[src/rtl/spi_flash_read_seq.sv]
// spi_flash_read_seq: turns one read request into an SPI flash 0x03 read
// driven through spi_controller_iomem, streaming the data bytes back to the
// requester over a valid/ready byte interface.
module spi_flash_read_seq #(
    parameter logic [7:0]  CMD_READ = 8'h03,
    parameter int unsigned POLL_GAP = 2,
    parameter int unsigned LEN_W    = 16
) (
    input  logic             i_clk,
    input  logic             i_reset_n,
    input  logic             i_req,
    input  logic [23:0]      i_req_addr,
    input  logic [LEN_W-1:0] i_req_len,
    input  logic             i_abort,
    output logic             o_busy,
    output logic             o_done,
    output logic [7:0]       o_rx_data,
    output logic             o_rx_valid,
    input  logic             i_rx_ready,
    output logic             o_ctl_sel,
    output logic [7:0]       o_ctl_addr,
    output logic [3:0]       o_ctl_wstrb,
    output logic [31:0]      o_ctl_wdata,
    input  logic [31:0]      i_ctl_rdata
);
    // Two extra bits cover the 4 header bytes on top of the maximum length.
    localparam int unsigned IDX_W = LEN_W + 2;

    typedef enum logic [2:0] {StIdle, StSend, StPoll, StGap, StEmit, StDone} state_t;

    state_t             r_state;
    logic [1:0]         r_phase;      // POLL: 0 gap, 1 strobe on bus, 2 rdata valid
    logic [3:0]         r_gap_cnt;
    logic [IDX_W-1:0]   r_idx;
    logic [23:0]        r_addr;
    logic [LEN_W-1:0]   r_len;
    logic               r_abort_pend;
    logic               r_release;    // CS-release byte has been sent
    logic               r_busy;
    logic               r_done;
    logic [7:0]         r_rx_data;
    logic               r_rx_valid;
    logic               r_ctl_sel;
    logic [3:0]         r_ctl_wstrb;
    logic [31:0]        r_ctl_wdata;

    logic [IDX_W-1:0]   w_last_idx;
    logic [IDX_W-1:0]   w_idx_nxt;
    logic [7:0]         w_tx_byte;
    logic               w_tx_hold;
    logic               w_abort;
    logic               w_ctl_busy;
    logic               w_unused;

    assign o_busy      = r_busy;
    assign o_done      = r_done;
    assign o_rx_data   = r_rx_data;
    assign o_rx_valid  = r_rx_valid;
    assign o_ctl_sel   = r_ctl_sel;
    assign o_ctl_addr  = 8'h00;
    assign o_ctl_wstrb = r_ctl_wstrb;
    assign o_ctl_wdata = r_ctl_wdata;
    assign w_unused    = ^i_ctl_rdata[30:8];

    // Byte and hold flag for the next SPI byte (index r_idx + 1).
    always_comb begin
        w_last_idx = {2'b00, r_len} + IDX_W'(3);
        w_idx_nxt  = r_idx + IDX_W'(1);
        if (w_idx_nxt == IDX_W'(1)) begin
            w_tx_byte = r_addr[23:16];
        end else if (w_idx_nxt == IDX_W'(2)) begin
            w_tx_byte = r_addr[15:8];
        end else if (w_idx_nxt == IDX_W'(3)) begin
            w_tx_byte = r_addr[7:0];
        end else begin
            w_tx_byte = 8'h00;
        end
        w_tx_hold  = (w_idx_nxt != w_last_idx);
        w_abort    = r_abort_pend | i_abort;
        w_ctl_busy = i_ctl_rdata[31];
    end

    // Sequencer FSM; all outputs registered, ctl_sel is a one-cycle strobe.
    always_ff @(posedge i_clk or negedge i_reset_n) begin
        if (!i_reset_n) begin
            r_state      <= StIdle;
            r_phase      <= 2'd0;
            r_gap_cnt    <= 4'd0;
            r_idx        <= '0;
            r_addr       <= 24'h0;
            r_len        <= '0;
            r_abort_pend <= 1'b0;
            r_release    <= 1'b0;
            r_busy       <= 1'b0;
            r_done       <= 1'b0;
            r_rx_data    <= 8'h00;
            r_rx_valid   <= 1'b0;
            r_ctl_sel    <= 1'b0;
            r_ctl_wstrb  <= 4'h0;
            r_ctl_wdata  <= 32'h0;
        end else begin
            r_ctl_sel <= 1'b0;
            r_done    <= 1'b0;
            if (i_abort && r_state != StIdle && r_state != StDone) begin
                r_abort_pend <= 1'b1;
            end
            unique case (r_state)
                StIdle: begin
                    if (i_req) begin
                        if (i_req_len != '0) begin
                            r_addr      <= i_req_addr;
                            r_len       <= i_req_len;
                            r_idx       <= '0;
                            r_busy      <= 1'b1;
                            r_release   <= 1'b0;
                            r_ctl_sel   <= 1'b1;
                            r_ctl_wstrb <= 4'hF;
                            r_ctl_wdata <= {16'h0, 8'h01, CMD_READ};
                            r_state     <= StSend;
                        end else begin
                            r_done  <= 1'b1;
                            r_state <= StDone;
                        end
                    end
                end
                StSend: begin
                    r_phase <= 2'd0;
                    r_state <= StPoll;
                end
                StPoll: begin
                    case (r_phase)
                        2'd0: begin
                            r_ctl_sel   <= 1'b1;
                            r_ctl_wstrb <= 4'h0;
                            r_ctl_wdata <= 32'h0;
                            r_phase     <= 2'd1;
                        end
                        2'd1: r_phase <= 2'd2;
                        default: begin
                            if (w_ctl_busy) begin
                                if (POLL_GAP == 0) begin
                                    r_ctl_sel   <= 1'b1;
                                    r_ctl_wstrb <= 4'h0;
                                    r_ctl_wdata <= 32'h0;
                                    r_phase     <= 2'd1;
                                end else begin
                                    r_gap_cnt <= 4'(POLL_GAP - 1);
                                    r_state   <= StGap;
                                end
                            end else if (r_release) begin
                                r_done       <= 1'b1;
                                r_busy       <= 1'b0;
                                r_abort_pend <= 1'b0;
                                r_release    <= 1'b0;
                                r_state      <= StDone;
                            end else if (w_abort) begin
                                // Zero byte without hold makes the controller drop CS.
                                r_release   <= 1'b1;
                                r_ctl_sel   <= 1'b1;
                                r_ctl_wstrb <= 4'hF;
                                r_ctl_wdata <= 32'h0;
                                r_state     <= StSend;
                            end else if (r_idx < IDX_W'(4)) begin
                                r_idx       <= w_idx_nxt;
                                r_ctl_sel   <= 1'b1;
                                r_ctl_wstrb <= 4'hF;
                                r_ctl_wdata <= {16'h0, 7'h0, w_tx_hold, w_tx_byte};
                                r_state     <= StSend;
                            end else begin
                                r_rx_data  <= i_ctl_rdata[7:0];
                                r_rx_valid <= 1'b1;
                                r_state    <= StEmit;
                            end
                        end
                    endcase
                end
                StGap: begin
                    if (r_gap_cnt == 4'd0) begin
                        r_ctl_sel   <= 1'b1;
                        r_ctl_wstrb <= 4'h0;
                        r_ctl_wdata <= 32'h0;
                        r_phase     <= 2'd1;
                        r_state     <= StPoll;
                    end else begin
                        r_gap_cnt <= r_gap_cnt - 4'd1;
                    end
                end
                StEmit: begin
                    if (w_abort) begin
                        // Pending byte is discarded; controller is idle here.
                        r_rx_valid  <= 1'b0;
                        r_release   <= 1'b1;
                        r_ctl_sel   <= 1'b1;
                        r_ctl_wstrb <= 4'hF;
                        r_ctl_wdata <= 32'h0;
                        r_state     <= StSend;
                    end else if (i_rx_ready) begin
                        r_rx_valid <= 1'b0;
                        if (r_idx == w_last_idx) begin
                            r_done  <= 1'b1;
                            r_busy  <= 1'b0;
                            r_state <= StDone;
                        end else begin
                            r_idx       <= w_idx_nxt;
                            r_ctl_sel   <= 1'b1;
                            r_ctl_wstrb <= 4'hF;
                            r_ctl_wdata <= {16'h0, 7'h0, w_tx_hold, w_tx_byte};
                            r_state     <= StSend;
                        end
                    end
                end
                StDone: r_state <= StIdle;
                default: r_state <= StIdle;
            endcase
        end
    end

endmodule
[config.mk]
export PLATFORM = sky130hd
export DESIGN_NAME = spi_flash_read_seq
export DESIGN_NICKNAME = d
export VERILOG_FILES = /design/src/rtl/spi_flash_read_seq.sv
export SDC_FILE = /design/constraint.sdc
export NUM_CORES = 1
export LEC_CHECK = 0
export CORE_MARGIN = 2
export CORE_UTILIZATION = 45
export DETAILED_ROUTE_END_ITERATION = 6
export PLACE_DENSITY = 0.73
export SYNTH_ARGS = -nofsm -noshare
export SYNTH_HDL_FRONTEND = slang
export SYNTH_SLANG_ARGS = --single-unit
[constraint.sdc]
create_clock -name i_clk -period 5.8 [get_ports i_clk]
set_input_delay 1.16 -clock i_clk [delete_from_list [all_inputs] [get_ports i_clk]]
set_output_delay 1.16 -clock i_clk [all_outputs]
set_load 0.02 [all_outputs]
; Yosys cells after proc, flatten, opt, wreduce, memory -nomap -nowiden
; Index checks and enable logic that the tools add are counted.
[op_classes]
add_sub_neg = 3
n_lt_le_gt_ge = 1
n_eq_ne = 35
n_mux = 108
bitwise_logic = 6
n_reduce_logical = 23
[ops]
columns = cell, n
row1 = two-way mux 32 bit, 10
row2 = two-way mux 18 bit, 10
row3 = case mux 32 bit (4 select lines), 1
row4 = case mux 32 bit (2 select lines), 1
row5 = case mux 18 bit (3 select lines), 1
row6 = two-way mux 4 bit, 13
row7 = two-way mux 1 bit, 45
row8 = equality test 18 x 2 -> 1 bit (second input constant), 2
row9 = inequality test 2 bit (second input constant), 18
row10 = two-way mux 3 bit, 11
row11 = two-way mux 8 bit, 3
row12 = adder 18 x 1 -> 18 bit (second input constant), 1
row13 = equality test 18 x 1 -> 1 bit (second input constant), 1
row14 = equality test 18 x 17 -> 1 bit, 1
row15 = less-than comparator 18 x 3 -> 1 bit (second input constant), 1
row16 = inequality test 18 x 17 -> 1 bit, 1
row17 = inequality test 3 bit (second input constant), 6
row18 = adder 16 x 2 -> 17 bit (second input constant), 1
row19 = case mux 4 bit (2 select lines), 2
row20 = case mux 4 bit (4 select lines), 1
row21 = nonzero test 16 bit, 1
row22 = case mux 3 bit (5 select lines), 1
row23 = AND reduction 6 bit, 2
row24 = AND reduction 11 bit, 1
row25 = other kinds (27), 41
[word_totals]
register_bits = 117
inputBits = 77
output_inout_bits = 56
word_cells = 191

; Depth between registers and ports, before layout
[depth]
word_depth = 11
ltp_mapped = 12
ltp_nobuf = 10

; Worst setup path after synthesis
; Ideal clock, no wire load.
[synth_path]
path_kind = input to register
startpoint = input port i_ctl_rdata[31]
endpoint = register r_idx[13]
setup_time_ns = 0.096
arrival_time_ns = 3.035
required_time_ns = 5.704
setup_slack_ns = 2.669
path_stages = 9
path_buffers = 2
cell_sequence = clkbuf_1 -> o32ai_1 -> o311ai_0 -> or2_2 -> a31oi_1 -> o21ai_2 -> or2_2 -> buf_4 -> o31ai_1
[synth_via]
elab_chain_cells = 2
[synth_rtl]
columns = item, line
row1 = start: declaration, 24  ; input logic [31:0] i_ctl_rdata
row2 = inequality test 2 bit (no source line), --
row3 = AND reduction 11 bit (no source line), --
row4 = end signal: assignment, 164  ; r_idx <= w_idx_nxt;
row5 = end signal: assignment, 204  ; r_idx <= w_idx_nxt;
row6 = end: declaration, 34  ; logic [IDX_W-1:0] r_idx;
; No other way between the ends.
; A chain may end at the register's enable or synchronous reset.

; Worst setup path after layout
[layout_path]
startpoint = register r_len[0]
endpoint = register r_idx[13]
[layout_via]
elab_chain_cells = 4
[layout_rtl]
columns = item, line
row1 = start: declaration, 36  ; logic [LEN_W-1:0] r_len;
row2 = start signal: assignment, 112  ; r_len <= i_req_len;
row3 = adder 16 x 2 -> 17 bit, 67  ; w_last_idx = {2'b00, r_len} + IDX_W'(3);
row4 = equality test 18 x 17 -> 1 bit, 199  ; if (r_idx == w_last_idx) begin
row5 = inequality test 2 bit (no source line), --
row6 = AND reduction 11 bit (no source line), --
; No other way between the ends.

==> metrics.md <==
| Metric | Value |
|---|---|
| Die area | `14200 um^2` |
| Horiz. Die Dim | `119 um` |
| 1st-pass router iterations | `6` |
| Mean Syn Cell Area | `9.24 um^2` |
| Cts hold-fix bufs | `0` |
| Syn Std Cell Area | `5950 um^2` |
| TritonCTS clock tree | `built` |
| Req. time, crit path | `6.01 ns` |
| Most frequent cells in the layout | `dfrtp_1, clkdlybuf4s50_1, nor2_1, mux2_2, nand2_1` |
| Synth Instances | `644` |
| Filler cells | `1178` |
| Slew @ Worst Pin | `0.876 ns` |
| Drt wl/cell | `16.7 um` |
| Max clock buf depth | `2` |
| Synth-to-Final Area Change | `15.1%` |
| Synth cell types | `70` |
| Slew HR | `41.6%` |
| Ant. Diodes | `0` |
| CTS Buf Count | `9` |
| Peak VDD IR | `0.000225 V` |
| Setup crit end kind | `flip-flop` |
| Total GRT Usage | `20.7%` |
| First-pass GRT wire length | `23.5 mm` |
| Slew Viols, Final | `0` |
| Post_cts resized | `0` |
| Worst Hold Class | `reg -> reg` |
| Arr. time, crit path | `4.35 ns` |
| Via count | `4895` |
| Fin Clk Skew | `0.0112 ns` |
| RSZ-0062 raised after global routing | `false` |
| Max Fclk | `0.242 GHz` |
| H-Tree Depth | `3` |
| Clock Sink Count | `91` |
| Period utilisation layout | `71.3%` |
| Tmin final | `4.14 ns` |
| Largest cells by area after synthesis | `dfrtp_1, mux2_2, buf_4` |
| Status | `finished, final reports clean` |
| Skew-Pair Late Insertion Delay | `0.35 ns` |
| Post-synth ARST share | `100%` |
| Crit Path Max Fanout | `24` |
| DRT Wirelength | `14.4 mm` |
| Final hold slack | `0.484 ns` |
| PortBufs | `78` |
| Worst-path clk slew | `0.07 ns` |
| Leading cell type in the layout, fill and taps excluded | `dfrtp_1` |
| Area of placed instances | `6570 um^2` |
| Fin util | `52.4%` |
| Largest net degree at the start of global routing | `52` |
| CP startpoint kind | `flip-flop` |
| DRC viols | `0` |
| Final setup viols | `0` |
| Core Region | `13100 um^2` |
| Synth top area share | `38.3%` |
| Top_reg_cell synth | `dfrtp_1` |
| Die span in y | `119 um` |
| Antenna violations before repair | `0` |
| Row Count | `42` |
| Post-detail-place hpwl | `10.6 mm` |
| Vias in the first global route | `4629` |
| GRT overflow | `0` |
| Final Hold Fails | `0` |
| Initial Utilization | `45.5%` |
| Setup CP Type | `reg -> reg` |
| Root buffer cell | `clkbuf_16` |
| Final RePlAce weighted congestion | `0.933` |
| DRT iter0 DRCs | `313` |
| Layout cells sized above 1 | `12.1%` |
| Synth Warn # | `0` |
| Leak pwr | `2.76 nW` |
| Ports | `133` |
| Seq cells post-synth | `91` |
| Post-layout nets | `765` |
| Post-synthesis sequential area ratio | `38.3%` |
| Number of flops mapped to enable cells by yosys | `0` |
| Setup Buffers After CTS | `0` |
| Max-Cap Viols | `0` |
| Post-DRT Antenna Nets | `0` |
| Routed vias/inst | `5.68` |
| Design area | `6850 um^2` |
| Setup_tns | `0 ns` |
| Post-synth top area cell | `dfrtp_1` |
| Power Density | `427 nW/um^2` |
## registers in the layout (all words and copies together), names as in the netlist
signal,cells
r_addr,24
r_idx,18
r_len,16
o_ctl_wdata,9
o_rx_data,8
r_gap_cnt,4
r_state,3
r_phase,2
o_busy,1
o_ctl_sel,1
o_ctl_wstrb,1
o_done,1
o_rx_valid,1
r_abort_pend,1
r_release,1
## per-layer routing
layer  wire [um]  part of all wire (%)  GRT usage [%]  up-vias
li1            -                     -              -     2291
met3         864                   6.0           3.02       35
met1        5930                    41           26.5     2366
met4         529                   3.7           11.6        0
met2        7050                    49           33.7      203
met5           0                     0              0        -
## final cells by class
cell class,instances,area (um^2),area share (%)
Multi-Input combinational cell,481,3210,46.8
Sequential cell,91,2280,33.2
Timing Repair Buffer,80,793,11.6
Clock buffer,9,225,3.29
Tap cell,176,220,3.21
Inverter,18,67.6,0.986
Clock inverter,7,57.6,0.840
## path summary, 6_finish.rpt
kind / startpoint / to / slack [ns] / depth (start not counted)
hold / removal: o_ctl_wdata[1] / o_ctl_wdata[1] / 0.48 / 1
setup reg to reg: r_len[0] / r_idx[13] / 1.66 / 10
hold reg to reg: o_ctl_wdata[1] / o_ctl_wdata[1] / 0.48 / 1
max in group asynchronous: i_reset_n / r_abort_pend / 3.99 / 2
min in group asynchronous: i_reset_n / r_len[6] / 0.78 / 1
setup / recovery: r_len[0] / r_idx[13] / 1.66 / 10
## per-stage QoR
stage	instances	total power, mW	setup slack [ns]
2_1_floorplan	674	2.07	2.67
3_3_place_gp	846	2.31	1.49
3_5_place_dp	846	2.36	1.42
4_1_cts	862	2.93	1.71
5_1_grt	862	3.13	1.45
6_report	862	2.92	1.66
## cells in the mapped netlist (all sizes together), types with 3 or more instances
cell	n
nand2b	4
or4	6
a21oi	33
buf	59
o21ai	32
nor2	59
or3	3
nand3	14
ha	7
inv	18
nor3	21
a31oi	7
clkbuf	25
a211oi	3
xor2	18
and3	5
and4	4
xnor2	35
o2111ai	3
nor2b	5
o22ai	4
o31ai	14
o32ai	3
o21a	3
dfrtp	91
nor4	17
mux2	57
nand2	43
nand4	15
or2	3
## cells by family (layout without fill, tap and decap cells)
kind of cell | count (synthesis) | after routing | synth area share [%]
compound gates | 126 | 126 | 13.7
xor+xnor | 54 | 54 | 8.18
fa+ha+maj | 7 | 7 | 1.47
buf+inv | 102 | 114 | 9.69
flops | 91 | 91 | 38.3
mux | 57 | 57 | 10.8
other cells | 1 | 31 | 0.0630
simple gates | 206 | 206 | 17.8
## where the power goes
| part | total (mW) | switching, mW | internal (mW) | leakage, nW |
|---|---|---|---|---|
| registers | 1.09 | 0.248 | 0.839 | 1.15 |
| clock network | 0.564 | 0.267 | 0.296 | 0.134 |
| logic | 1.27 | 0.675 | 0.596 | 1.47 |
| total | 2.92 | 1.19 | 1.73 | 2.76 |
## worst max-delay path, stage by stage (launching register included)
cell and delay, ns:
dfrtp_1 0.53, inv_1 0.09, ha_1 0.27, nand3b_1 0.39, nor3_1 0.35, o2111ai_1 0.15, or4_1 0.49, or4_4 0.48
o21ai_2 0.70, or2_2 0.43, o31ai_1 0.13
Power figures use the tool's default switching activity.
